File: src/rtl/best_1ofn_cclut_pipe_pkg.sv
// Shared pattern-word parameters and helpers for the best-of-N ccLUT sorter.
// Latency: n/a (types, constants and constant functions only).
// Backpressure: n/a.
package best_1ofn_cclut_pipe_pkg;

    localparam int MXPATB = 7;   // pattern word width, lsb is bend direction
    localparam int MXPATC = 12;  // ccLUT comparator-code carry width
    localparam int MXKEYB = 5;   // key width, 2^MXKEYB candidates

    // Default register placement: one register after stage 3 plus the output register.
    localparam logic [MXKEYB-1:0] DEF_REG_MASK = 5'b01000;

    // Quality used for sorting: drop the bend-direction lsb.
    function automatic logic [MXPATB-2:0] sort_field(input logic [MXPATB-1:0] pat);
        return pat[MXPATB-1:1];
    endfunction

    // Entry offset of tree level lvl inside a flattened tree bus.
    // Level 0 holds nin entries, level l holds nin>>l entries.
    function automatic int lvl_off(input int nin, input int lvl);
        return 2 * nin - 2 * (nin >> lvl);
    endfunction

endpackage

File: src/rtl/best_1ofn_cclut_pipe_best_of2_node.sv
// Compare-by-twos node: picks the better of an even/odd candidate pair.
// Latency: purely combinational, 0 clocks.
// Backpressure: none; evaluates every cycle.
module best_of2_node #(
    parameter int MXPATB = 7,
    parameter int MXPATC = 12,
    parameter int KW     = 5,
    parameter int STAGE  = 0
) (
    input  logic              tie_hi,
    input  logic [MXPATB-1:0] pat_lo,
    input  logic [MXPATB-1:0] pat_hi,
    input  logic [MXPATC-1:0] car_lo,
    input  logic [MXPATC-1:0] car_hi,
    input  logic [KW-1:0]     key_lo,
    input  logic [KW-1:0]     key_hi,
    output logic [MXPATB-1:0] pat_o,
    output logic [MXPATC-1:0] car_o,
    output logic [KW-1:0]     key_o
);
    import best_1ofn_cclut_pipe_pkg::*;

    logic [MXPATB-2:0] q_lo;
    logic [MXPATB-2:0] q_hi;
    logic              sel_hi;

    // Higher quality wins; equal quality goes to the odd input only when tie_hi is set.
    // The winner bit lands at key position STAGE, so keys grow LSB-first.
    always_comb begin
        q_lo   = pat_lo[MXPATB-1:1];
        q_hi   = pat_hi[MXPATB-1:1];
        sel_hi = (q_hi > q_lo) || ((q_hi == q_lo) && tie_hi);
        pat_o  = sel_hi ? pat_hi : pat_lo;
        car_o  = sel_hi ? car_hi : car_lo;
        key_o  = sel_hi ? key_hi : key_lo;
        key_o[STAGE] = sel_hi;
    end

endmodule

File: src/rtl/best_1ofn_cclut_pipe.sv
// Best-of-N half-strip pattern selector with configurable stage registers.
// Latency: popcount(REG_MASK)+1 clocks from in_valid to best_valid.
// Backpressure: none; accepts one candidate set every clock, never stalls.
module best_1ofn_cclut_pipe #(
    parameter int NKEYB    = best_1ofn_cclut_pipe_pkg::MXKEYB,
    parameter int MXPATB   = best_1ofn_cclut_pipe_pkg::MXPATB,
    parameter int MXPATC   = best_1ofn_cclut_pipe_pkg::MXPATC,
    parameter     REG_MASK = best_1ofn_cclut_pipe_pkg::DEF_REG_MASK
) (
    input  logic                          clock,
    input  logic                          reset,
    input  logic                          in_valid,
    input  logic                          tie_hi,
    input  logic [(1<<NKEYB)*MXPATB-1:0]  pat_in,
    input  logic [(1<<NKEYB)*MXPATC-1:0]  carry_in,
    input  logic [MXPATB-2:0]             thresh,
    output logic                          best_valid,
    output logic                          best_found,
    output logic [MXPATB-1:0]             best_pat,
    output logic [NKEYB-1:0]              best_key,
    output logic [MXPATC-1:0]             best_carry
);
    import best_1ofn_cclut_pipe_pkg::*;

    localparam int NIN  = 1 << NKEYB;
    localparam int NTOT = 2 * NIN - 1;
    localparam int QW   = MXPATB - 1;
    localparam int FO   = lvl_off(NIN, NKEYB);

    if ($bits(REG_MASK) != NKEYB) begin : g_bad_mask
        $error("REG_MASK width must equal NKEYB");
    end

    // Flattened tree: level l occupies entries [lvl_off(l) +: NIN>>l].
    // Keys are carried full width; bits above the current stage are still zero.
    logic [NTOT*MXPATB-1:0]   lv_pat;
    logic [NTOT*MXPATC-1:0]   lv_car;
    logic [NTOT*NKEYB-1:0]    lv_key;
    logic [NKEYB:0]           lv_vld;
    logic [NKEYB-1:0]         lv_tie;
    logic [(NKEYB+1)*QW-1:0]  lv_thr;

    assign lv_pat[NIN*MXPATB-1:0] = pat_in;
    assign lv_car[NIN*MXPATC-1:0] = carry_in;
    assign lv_key[NIN*NKEYB-1:0]  = '0;
    assign lv_vld[0]              = in_valid;
    assign lv_tie[0]              = tie_hi;
    assign lv_thr[QW-1:0]         = thresh;

    for (genvar s = 0; s < NKEYB; s++) begin : g_stage
        localparam int NO = NIN >> (s + 1);
        localparam int IO = lvl_off(NIN, s);
        localparam int OO = lvl_off(NIN, s + 1);

        logic [NO*MXPATB-1:0] pat_d;
        logic [NO*MXPATC-1:0] car_d;
        logic [NO*NKEYB-1:0]  key_d;
        logic                 vld_d;
        logic [QW-1:0]        thr_d;

        for (genvar i = 0; i < NO; i++) begin : g_node
            best_of2_node #(
                .MXPATB (MXPATB),
                .MXPATC (MXPATC),
                .KW     (NKEYB),
                .STAGE  (s)
            ) u_node (
                .tie_hi (lv_tie[s]),
                .pat_lo (lv_pat[(IO+2*i)*MXPATB   +: MXPATB]),
                .pat_hi (lv_pat[(IO+2*i+1)*MXPATB +: MXPATB]),
                .car_lo (lv_car[(IO+2*i)*MXPATC   +: MXPATC]),
                .car_hi (lv_car[(IO+2*i+1)*MXPATC +: MXPATC]),
                .key_lo (lv_key[(IO+2*i)*NKEYB    +: NKEYB]),
                .key_hi (lv_key[(IO+2*i+1)*NKEYB  +: NKEYB]),
                .pat_o  (pat_d[i*MXPATB +: MXPATB]),
                .car_o  (car_d[i*MXPATC +: MXPATC]),
                .key_o  (key_d[i*NKEYB  +: NKEYB])
            );
        end

        // Valid and threshold travel alongside the data of this stage.
        always_comb begin
            vld_d = lv_vld[s];
            thr_d = lv_thr[s*QW +: QW];
        end

        if (REG_MASK[s]) begin : g_reg
            logic [NO*MXPATB-1:0] pat_q;
            logic [NO*MXPATC-1:0] car_q;
            logic [NO*NKEYB-1:0]  key_q;
            logic                 vld_q;
            logic [QW-1:0]        thr_q;

            // Stage register; reset drops any set in flight.
            always_ff @(posedge clock) begin
                if (reset) begin
                    pat_q <= '0;
                    car_q <= '0;
                    key_q <= '0;
                    vld_q <= 1'b0;
                    thr_q <= '0;
                end else begin
                    pat_q <= pat_d;
                    car_q <= car_d;
                    key_q <= key_d;
                    vld_q <= vld_d;
                    thr_q <= thr_d;
                end
            end

            assign lv_pat[OO*MXPATB +: NO*MXPATB] = pat_q;
            assign lv_car[OO*MXPATC +: NO*MXPATC] = car_q;
            assign lv_key[OO*NKEYB  +: NO*NKEYB]  = key_q;
            assign lv_vld[s+1]                    = vld_q;
            assign lv_thr[(s+1)*QW +: QW]         = thr_q;
        end else begin : g_wire
            assign lv_pat[OO*MXPATB +: NO*MXPATB] = pat_d;
            assign lv_car[OO*MXPATC +: NO*MXPATC] = car_d;
            assign lv_key[OO*NKEYB  +: NO*NKEYB]  = key_d;
            assign lv_vld[s+1]                    = vld_d;
            assign lv_thr[(s+1)*QW +: QW]         = thr_d;
        end

        // Tie mode is only needed by later stages, so the last stage has no copy.
        if (s < NKEYB - 1) begin : g_tie
            if (REG_MASK[s]) begin : g_reg
                logic tie_d;
                logic tie_q;

                // Select the tie mode that entered with this stage's set.
                always_comb begin
                    tie_d = lv_tie[s];
                end

                // Tie-mode stage register.
                always_ff @(posedge clock) begin
                    if (reset) begin
                        tie_q <= 1'b0;
                    end else begin
                        tie_q <= tie_d;
                    end
                end

                assign lv_tie[s+1] = tie_q;
            end else begin : g_wire
                assign lv_tie[s+1] = lv_tie[s];
            end
        end
    end

    logic                best_valid_d, best_valid_q;
    logic                best_found_d, best_found_q;
    logic [MXPATB-1:0]   best_pat_d,   best_pat_q;
    logic [NKEYB-1:0]    best_key_d,   best_key_q;
    logic [MXPATC-1:0]   best_carry_d, best_carry_q;

    // Tree root plus the threshold qualification, ahead of the output register.
    always_comb begin
        best_valid_d = lv_vld[NKEYB];
        best_pat_d   = lv_pat[FO*MXPATB +: MXPATB];
        best_key_d   = lv_key[FO*NKEYB  +: NKEYB];
        best_carry_d = lv_car[FO*MXPATC +: MXPATC];
        best_found_d = (best_pat_d[MXPATB-1:1] >= lv_thr[NKEYB*QW +: QW]);
    end

    // Output register, always present.
    always_ff @(posedge clock) begin
        if (reset) begin
            best_valid_q <= 1'b0;
            best_found_q <= 1'b0;
            best_pat_q   <= '0;
            best_key_q   <= '0;
            best_carry_q <= '0;
        end else begin
            best_valid_q <= best_valid_d;
            best_found_q <= best_found_d;
            best_pat_q   <= best_pat_d;
            best_key_q   <= best_key_d;
            best_carry_q <= best_carry_d;
        end
    end

    assign best_valid = best_valid_q;
    assign best_found = best_found_q;
    assign best_pat   = best_pat_q;
    assign best_key   = best_key_q;
    assign best_carry = best_carry_q;

endmodule

File: config.mk
export PLATFORM = sky130hd
export DESIGN_NAME = best_1ofn_cclut_pipe
export DESIGN_NICKNAME = d
export VERILOG_FILES = /design/src/rtl/best_1ofn_cclut_pipe_pkg.sv /design/src/rtl/best_1ofn_cclut_pipe_best_of2_node.sv /design/src/rtl/best_1ofn_cclut_pipe.sv
export SDC_FILE = /design/constraint.sdc
export NUM_CORES = 1
export LEC_CHECK = 0
export CAP_MARGIN = 10
export CORE_AREA = 3 3 251 253
export DETAILED_ROUTE_END_ITERATION = 8
export DIE_AREA = 0 0 254 256
export GPL_ROUTABILITY_DRIVEN = 0
export PLACE_DENSITY_LB_ADDON = 0.25
export REMOVE_ABC_BUFFERS = 1
export SLEW_MARGIN = 0
export SYNTH_ARGS = -nofsm -noshare
export SYNTH_HDL_FRONTEND = slang
export SYNTH_SLANG_ARGS = --single-unit
File: constraint.sdc
create_clock -name clock -period 11 [get_ports clock]
set_input_delay 2.2 -clock clock [delete_from_list [all_inputs] [get_ports clock]]
set_output_delay 2.2 -clock clock [all_outputs]
set_load 0.01 [all_outputs]
==> results of run 1 <==
-- metal layers --
layer	share of wire (%)	vias to the layer above
met3	5.2	66
met1	43	7199
li1	-	7629
met2	49	514
met4	2.2	2
met5	0.026	-
-- through the flow --
stage                     utilization, %  area [um^2]
after floorplan                        -        13700
after global placement              35.1        21500
after detailed placement            35.1        21500
after CTS                           35.6        21800
after global routing                35.7        21800
final                               35.7        21800
-- power breakdown --
part	switching, mW	leakage [nW]	internal (mW)
logic	1.51	9.18	1.22
clock network	0.137	0.140	0.177
registers	0.0653	0.663	0.411
-- cell usage after synthesis, types with 4 or more instances --
cell	instances
o221ai_1	8
or4_1	5
clkbuf_1	65
or3_1	9
nand3b_1	5
and3_1	14
mux2_2	96
and2_1	7
o22ai_1	23
o31ai_1	7
o2bb2ai_1	5
dfxtp_1	80
nand3_1	19
o21a_1	9
ha_1	176
xnor2_1	8
o2111ai_1	4
nand2b_1	42
nor3_1	13
a221oi_1	13
o31a_1	6
nand2_1	108
a221o_1	15
nor4_1	7
buf_2	12
nor2_1	98
nand4_1	21
inv_1	179
o211ai_1	11
mux2i_1	337
o21ai_1	7
nor2b_1	21
a21o_1	20
a21oi_1	106
a211oi_1	27
a211o_1	11
a31oi_1	6
nand4b_1	4
o21ai_0	62
-- worst min-delay path by stage --
| stage | to | slack (ns) | depth (start not counted) |
|---|---|---|---|
| 6_report | best_valid | 0.44 | 1 |
| 5_1_grt | best_valid | 0.46 | 1 |
| 4_1_cts | best_valid | 0.45 | 1 |
| 3_5_place_dp | best_valid | 0.44 | 1 |
| 3_3_place_gp | best_valid | 0.43 | 1 |
| 2_1_floorplan | best_valid | 0.41 | 1 |
-- logic make-up after synthesis --
kind of cell	Yosys count	synth area share, %
compound gates	376	18.1
fa+ha+maj	179	15.9
xor+xnor	10	0.623
mux	440	32.5
buf+inv	264	7.40
simple gates	394	14.1
flops	80	11.4
-- sequential cells by signal, summed over array words and instances, names as in the netlist --
signal                     cells
best_carry                    12
best_found                     1
best_key                       5
best_pat                       7
best_valid                     1
best_valid_d                   1
g_stage.g_reg.car_q           24
g_stage.g_reg.key_q            8
g_stage.g_reg.pat_q           14
g_stage.g_reg.thr_q            6
g_stage.g_tie.g_reg.tie_q      1
-- placed cells by master (no fill, tap or decap), types with 61 or more instances in the layout --
master and count:
mux2i_1 337, o21ai_0 61, nand2_1 108, clkdlybuf4s50_1 641, mux2_2 96, inv_1 178, ha_1 176, dfxtp_1 80
nor2_1 97, a21oi_1 104
-- critical path, delay by kind of cell --
kind                       cells  cell delay (ns)
AOI/OAI and AO/OA             16             2.93
adders and majority gates      4             1.22
buffers and inverters          3             0.91
muxes                          3             1.01
and+or+nand+nor               10             2.34
-- cell type report --
type / count / area, um^2
fillers: 6330 / 39400
multi-input cells: 1399 / 11600
repair buffers: 681 / 6710
flip-flops and latches: 80 / 1600
well taps: 790 / 988
inverters: 179 / 676
clock buffers: 10 / 229
clock inverters: 6 / 67.6
diodes: 5 / 12.5
-- repair_timing --
| item | in CTS | in global routing |
|---|---|---|
| setup endpoints to repair | 0 | 13 |
| resized for setup | 0 | 2 |
| hold buffers | 0 | 0 |
==> results.json, run 1 <==
{
  "dpl.cell_count": 3129,
  "cts.sinks": 80,
  "die-height_um": 256,
  "instances_no_fill": 3150,
  "syn_area_um2": 14100,
  "ff2ff_setup_slack_ns": 7.60,
  "ys_warn_count": 0,
  "cts_setup_buffers": 0,
  "syn2layout_area_growth_pct": 55.4,
  "ys_async_sr_fraction_pct": 0,
  "layout_min_cycle_time_ns": 10.39,
  "cts_max_path_buffers": 2,
  "slew-limit-headroom_pct": 30.5,
  "r2r-end": "best_found",
  "hold_start": "best_valid_d",
  "core_um2": 61300,
  "power.density_nw_per_um2": 161,
  "fp.dieW_um": 254,
  "worstPathRequired_ns": 11.24,
  "grt_usage_pct": 20.3,
  "r2r-start": "g_stage[3].g_reg.pat_q[5]",
  "io_pins": 644,
  "hpwl_um": 60600,
  "drtPass1Iterations": 5,
  "tightest_slew_ns": 1.04,
  "setup_violations": 0,
  "io_buffers": 643,
  "outcome": "complete, no violations",
  "wl_per_cell_um": 22.0,
  "synth.largest_area_cell": "mux2i_1",
  "synth.area.top_cells": "mux2i_1 24%, ha_1 16%, dfxtp_1 11%",
  "post-place-ws_ns": 0.307,
  "power_leakage_nw": 9.98,
  "clkTransAtPathRegs_ns": 0.07,
  "max_stage_delay_ns": 0.49,
  "cts_tree": "yes",
  "worst_setup_path_end_kind": "flip-flop",
  "crit_fanout": 23,
  "grt_use_met3_pct": 2.75,
  "worst_slack_ns": 0.609,
  "cts_max_level": 3,
  "synth_area_per_cell_um2": 8.06,
  "drv_cap": 0,
  "fp.dieArea_um2": 65000,
  "grt_pass1_vias": 15900,
  "grt.met2_usage_pct": 36.5,
  "critPathArrivalTime_ns": 10.63,
  "critPathLaunch": "pat_in[116]",
  "critPathMostFrequentCell": "ha_1",
  "rows": 91,
  "nNetsFinal": 3144,
  "timing.fmax_mhz": 96.2,
  "route.vias.total": 15400,
  "grt_max_degree": 42,
  "grt_pass1_wl_um": 99600,
  "drt-initial-drc-count": 840,
  "hold_path_class": "flip-flop to flip-flop",
  "layout-drive-gt1-share_pct": 7.98,
  "ant_nets": 0,
  "worstSetupEndpoint": "g_stage[3].g_reg.car_q[18]",
  "rsz0062_at_grt": "false",
  "yosys.cell_types.count": 84,
  "cts_root_buffer": "clkbuf_16",
  "total_power_mw": 3.52,
  "clk_latency_ns": 0.35,
  "finalWirelength_um": 69300,
  "synth-seq-cells": 80,
  "antenna_found_initial": 7,
  "skew_ns": 0.0102,
  "critPathKind": "primary input to flip-flop",
  "hold_viol_final": 0,
  "peakVddDrop_mv": 0.127,
  "synth_cells": 1743,
  "rr_worst_depth": 15,
  "ys.flop_type": "dfxtp_1",
  "gr-max-usage-layer": "met2",
  "yosysSeqAreaShare_pct": 11.4,
  "grt_use_met1_pct": 25.2,
  "start_util_pct": 22.9,
  "viasPerCell": 4.89,
  "slew_viol_final": 0,
  "critPathLaunchType": "primary input",
  "synth_top_area_share_pct": 24.0,
  "tns_ns": 0,
  "hold_ws_ns": 0.444,
  "drc": 0,
  "numCtsBuffers": 9,
  "synth_edf_count": 0,
  "cpMaxStageDelayCell": "clkdlybuf4s50_1",
  "min_period_over_period_pct": 94.5,
  "grt_remaining_overflow": 0
}
Note: power is estimated with default switching activity, not from simulation.
==> run 2, diff against run 1 <==
--- a/config.mk
+++ b/config.mk
@@ -6,13 +6,16 @@
 export NUM_CORES = 1
 export LEC_CHECK = 0
 export CAP_MARGIN = 10
-export CORE_AREA = 3 3 251 253
+export CORE_AREA = 3 3 246 248
 export DETAILED_ROUTE_END_ITERATION = 8
-export DIE_AREA = 0 0 254 256
+export DIE_AREA = 0 0 249 251
 export GPL_ROUTABILITY_DRIVEN = 0
+export MAX_ROUTING_LAYER = met4
 export PLACE_DENSITY_LB_ADDON = 0.25
 export REMOVE_ABC_BUFFERS = 1
 export SLEW_MARGIN = 0
 export SYNTH_ARGS = -nofsm -noshare
 export SYNTH_HDL_FRONTEND = slang
+export SYNTH_HIERARCHICAL = 1
 export SYNTH_SLANG_ARGS = --single-unit
+export TNS_END_PERCENT = 30
==> run 2 against run 1 <==
- synthesized cell count is 7.8% lower
- power is 14% higher
- register-to-register slack worse by 0.23 ns
- largest cell class unchanged
- wire length is 8.6% lower
- largest power group unchanged
- area after synthesis is 14% higher
- critical path depth is 9 lower
- design area is 5.6% higher
- clock skew is 0.0054 ns lower
- cell count is 5.5% lower
- highest routed layer is now met4
- via count is 11% lower
==> results.json, run 2 <==
{
  "ant_nets": 0,
  "route.vias.total": 13700,
  "worst_slack_ns": 1.01,
  "crit_fanout": 16,
  "io_pins": 644,
  "grt_pass1_vias": 14900,
  "cts_max_level": 3,
  "cts_max_path_buffers": 2,
  "grt_use_met3_pct": 2.97,
  "outcome": "complete, no violations",
  "hold_ws_ns": 0.449,
  "slew_viol_final": 0,
  "die-height_um": 251,
  "ys_warn_count": 6,
  "critPathLaunchType": "primary input",
  "layout_common_cells": "641 x clkdlybuf4s50_1, 615 x mux2_2, 223 x inv_1, 192 x ha_1, 109 x nor2b_1",
  "syn_area_um2": 16000,
  "wl_per_cell_um": 21.3,
  "cts_hold_buf": 0,
  "layout_commonest_cell": "clkdlybuf4s50_1",
  "drtPass1Iterations": 4,
  "rows": 89,
  "cts.sinks": 80,
  "core_um2": 58700,
  "hold_viol_final": 0,
  "rsz0062_at_grt": "false",
  "syn2layout_area_growth_pct": 44.0,
  "io_buffers": 643,
  "total_power_mw": 4.01,
  "finalWirelength_um": 63300,
  "clkTransAtPathRegs_ns": 0.07,
  "stdcell_area_um2": 23100,
  "drv_cap": 0,
  "ff2ff_setup_slack_ns": 7.37,
  "power.density_nw_per_um2": 174,
  "timing.fmax_mhz": 100,
  "worstPathRequired_ns": 11.20,
  "layout_min_cycle_time_ns": 9.99,
  "fp.dieW_um": 249,
  "synth_cells": 1607,
  "cts_tree": "yes",
  "skew_ns": 0.00478,
  "gr-max-usage-layer": "met2",
  "grt_pass1_wl_um": 93000,
  "grt_usage_pct": 20.1,
  "drt-initial-drc-count": 451,
  "dpl_cell_area_um2": 22700,
  "viasPerCell": 4.61,
  "grt.met2_usage_pct": 35.3,
  "grt_remaining_overflow": 0,
  "critPathKind": "primary input to flip-flop",
  "start_util_pct": 27.3,
  "clk_latency_ns": 0.35,
  "drc": 0,
  "tns_ns": 0,
  "largest_reg_flops": 24,
  "min_period_over_period_pct": 90.8,
  "grt_max_degree": 81,
  "tightest_slew_ns": 1.14,
  "hold_start": "best_valid_d",
  "hold_path_class": "flip-flop to flip-flop",
  "numCtsBuffers": 9,
  "post-place-ws_ns": 0.683,
  "r2r-end": "best_found",
  "layout-drive-gt1-share_pct": 33.7,
  "fp.dieArea_um2": 62500,
  "antenna_found_initial": 10,
  "worst_setup_path_end_kind": "flip-flop",
  "rr_worst_depth": 11,
  "power_leakage_nw": 9.76,
  "slew-limit-headroom_pct": 24.3,
  "nNetsFinal": 3003,
  "synth_area_per_cell_um2": 9.96,
  "hpwl_um": 55700,
  "cts_root_buffer": "clkbuf_16",
  "grt_use_met1_pct": 24.7,
  "r2r-start": "g_stage[3].g_reg.pat_q[6]",
  "cts_setup_buffers": 0,
  "peakVddDrop_mv": 0.136,
  "critPathArrivalTime_ns": 10.19,
  "worstHoldEndpoint": "best_valid",
  "regMostFlops": "g_stage.g_reg.car_q",
  "post_cts_resized": 0,
  "hold_depth": 1,
  "setup_violations": 0
}
[run 2: power by group]
group / leakage [nW] / internal [mW] / total (mW) / switching, mW
sequential: 0.664 / 0.414 / 0.470 / 0.0560
clock: 0.166 / 0.204 / 0.342 / 0.137
combinational: 8.93 / 1.78 / 3.20 / 1.43
[run 2: routing by layer]
metal,share of wire (%),vias up
li1,-,6859
met2,51,318
met1,44,6511
met3,3.9,45
met4,1.2,0
met5,0,-
[run 2: how the worst max path moves through the flow]
stage	end	slack [ns]	from	cells after the start
finish	g_stage[3].g_reg.car_q[13]	1.01	pat_in[132]	27
global route	g_stage[3].g_reg.car_q[14]	0.70	pat_in[128]	27
CTS	g_stage[3].g_reg.car_q[13]	1.05	pat_in[132]	27
detailed placement	g_stage[3].g_reg.car_q[13]	0.68	pat_in[132]	27
global placement	g_stage[3].g_reg.key_q[7]	0.92	pat_in[132]	27
floorplan	g_stage[3].g_reg.car_q[0]	1.52	pat_in[104]	22
[run 2: cell type report]
class                           count  area [um^2]
Inverter                          223          837
Timing Repair Buffer              677         6700
Antenna cell                        7         17.5
Multi-Input combinational cell   1202        12600
Sequential cell                    80         1600
Fill cell                        5741        35600
Tap cell                          773          967
Clock buffer                        9          225
Clock inverter                      7          111
[run 2: metrics by stage]
stage          utilization [%]  cells
2_1_floorplan                -   1505
3_3_place_gp              38.7   2955
3_5_place_dp              38.7   2955
4_1_cts                   39.3   2971
5_1_grt                   39.3   2978
6_report                  39.3   2978
[run 2: worst max-delay path, cell delays in order]
cell and delay, ns:
clkdlybuf4s50_1 0.50, inv_1 0.05, ha_1 0.32, and4_4 0.20, o2bb2ai_1 0.17, o32ai_4 0.72, mux2_2 0.45, ha_1 0.32
and4_4 0.21, o2bb2ai_1 0.16, o32ai_4 0.72, mux2_2 0.42, inv_1 0.06, ha_1 0.24, and4_4 0.21, o2bb2ai_1 0.15
o32ai_4 0.43, buf_4 0.29, mux2_2 0.38, inv_1 0.06, ha_1 0.25, and4_4 0.21, o2bb2ai_1 0.15, o32ai_4 0.48
buf_4 0.33, mux2_2 0.36, nor2b_1 0.13
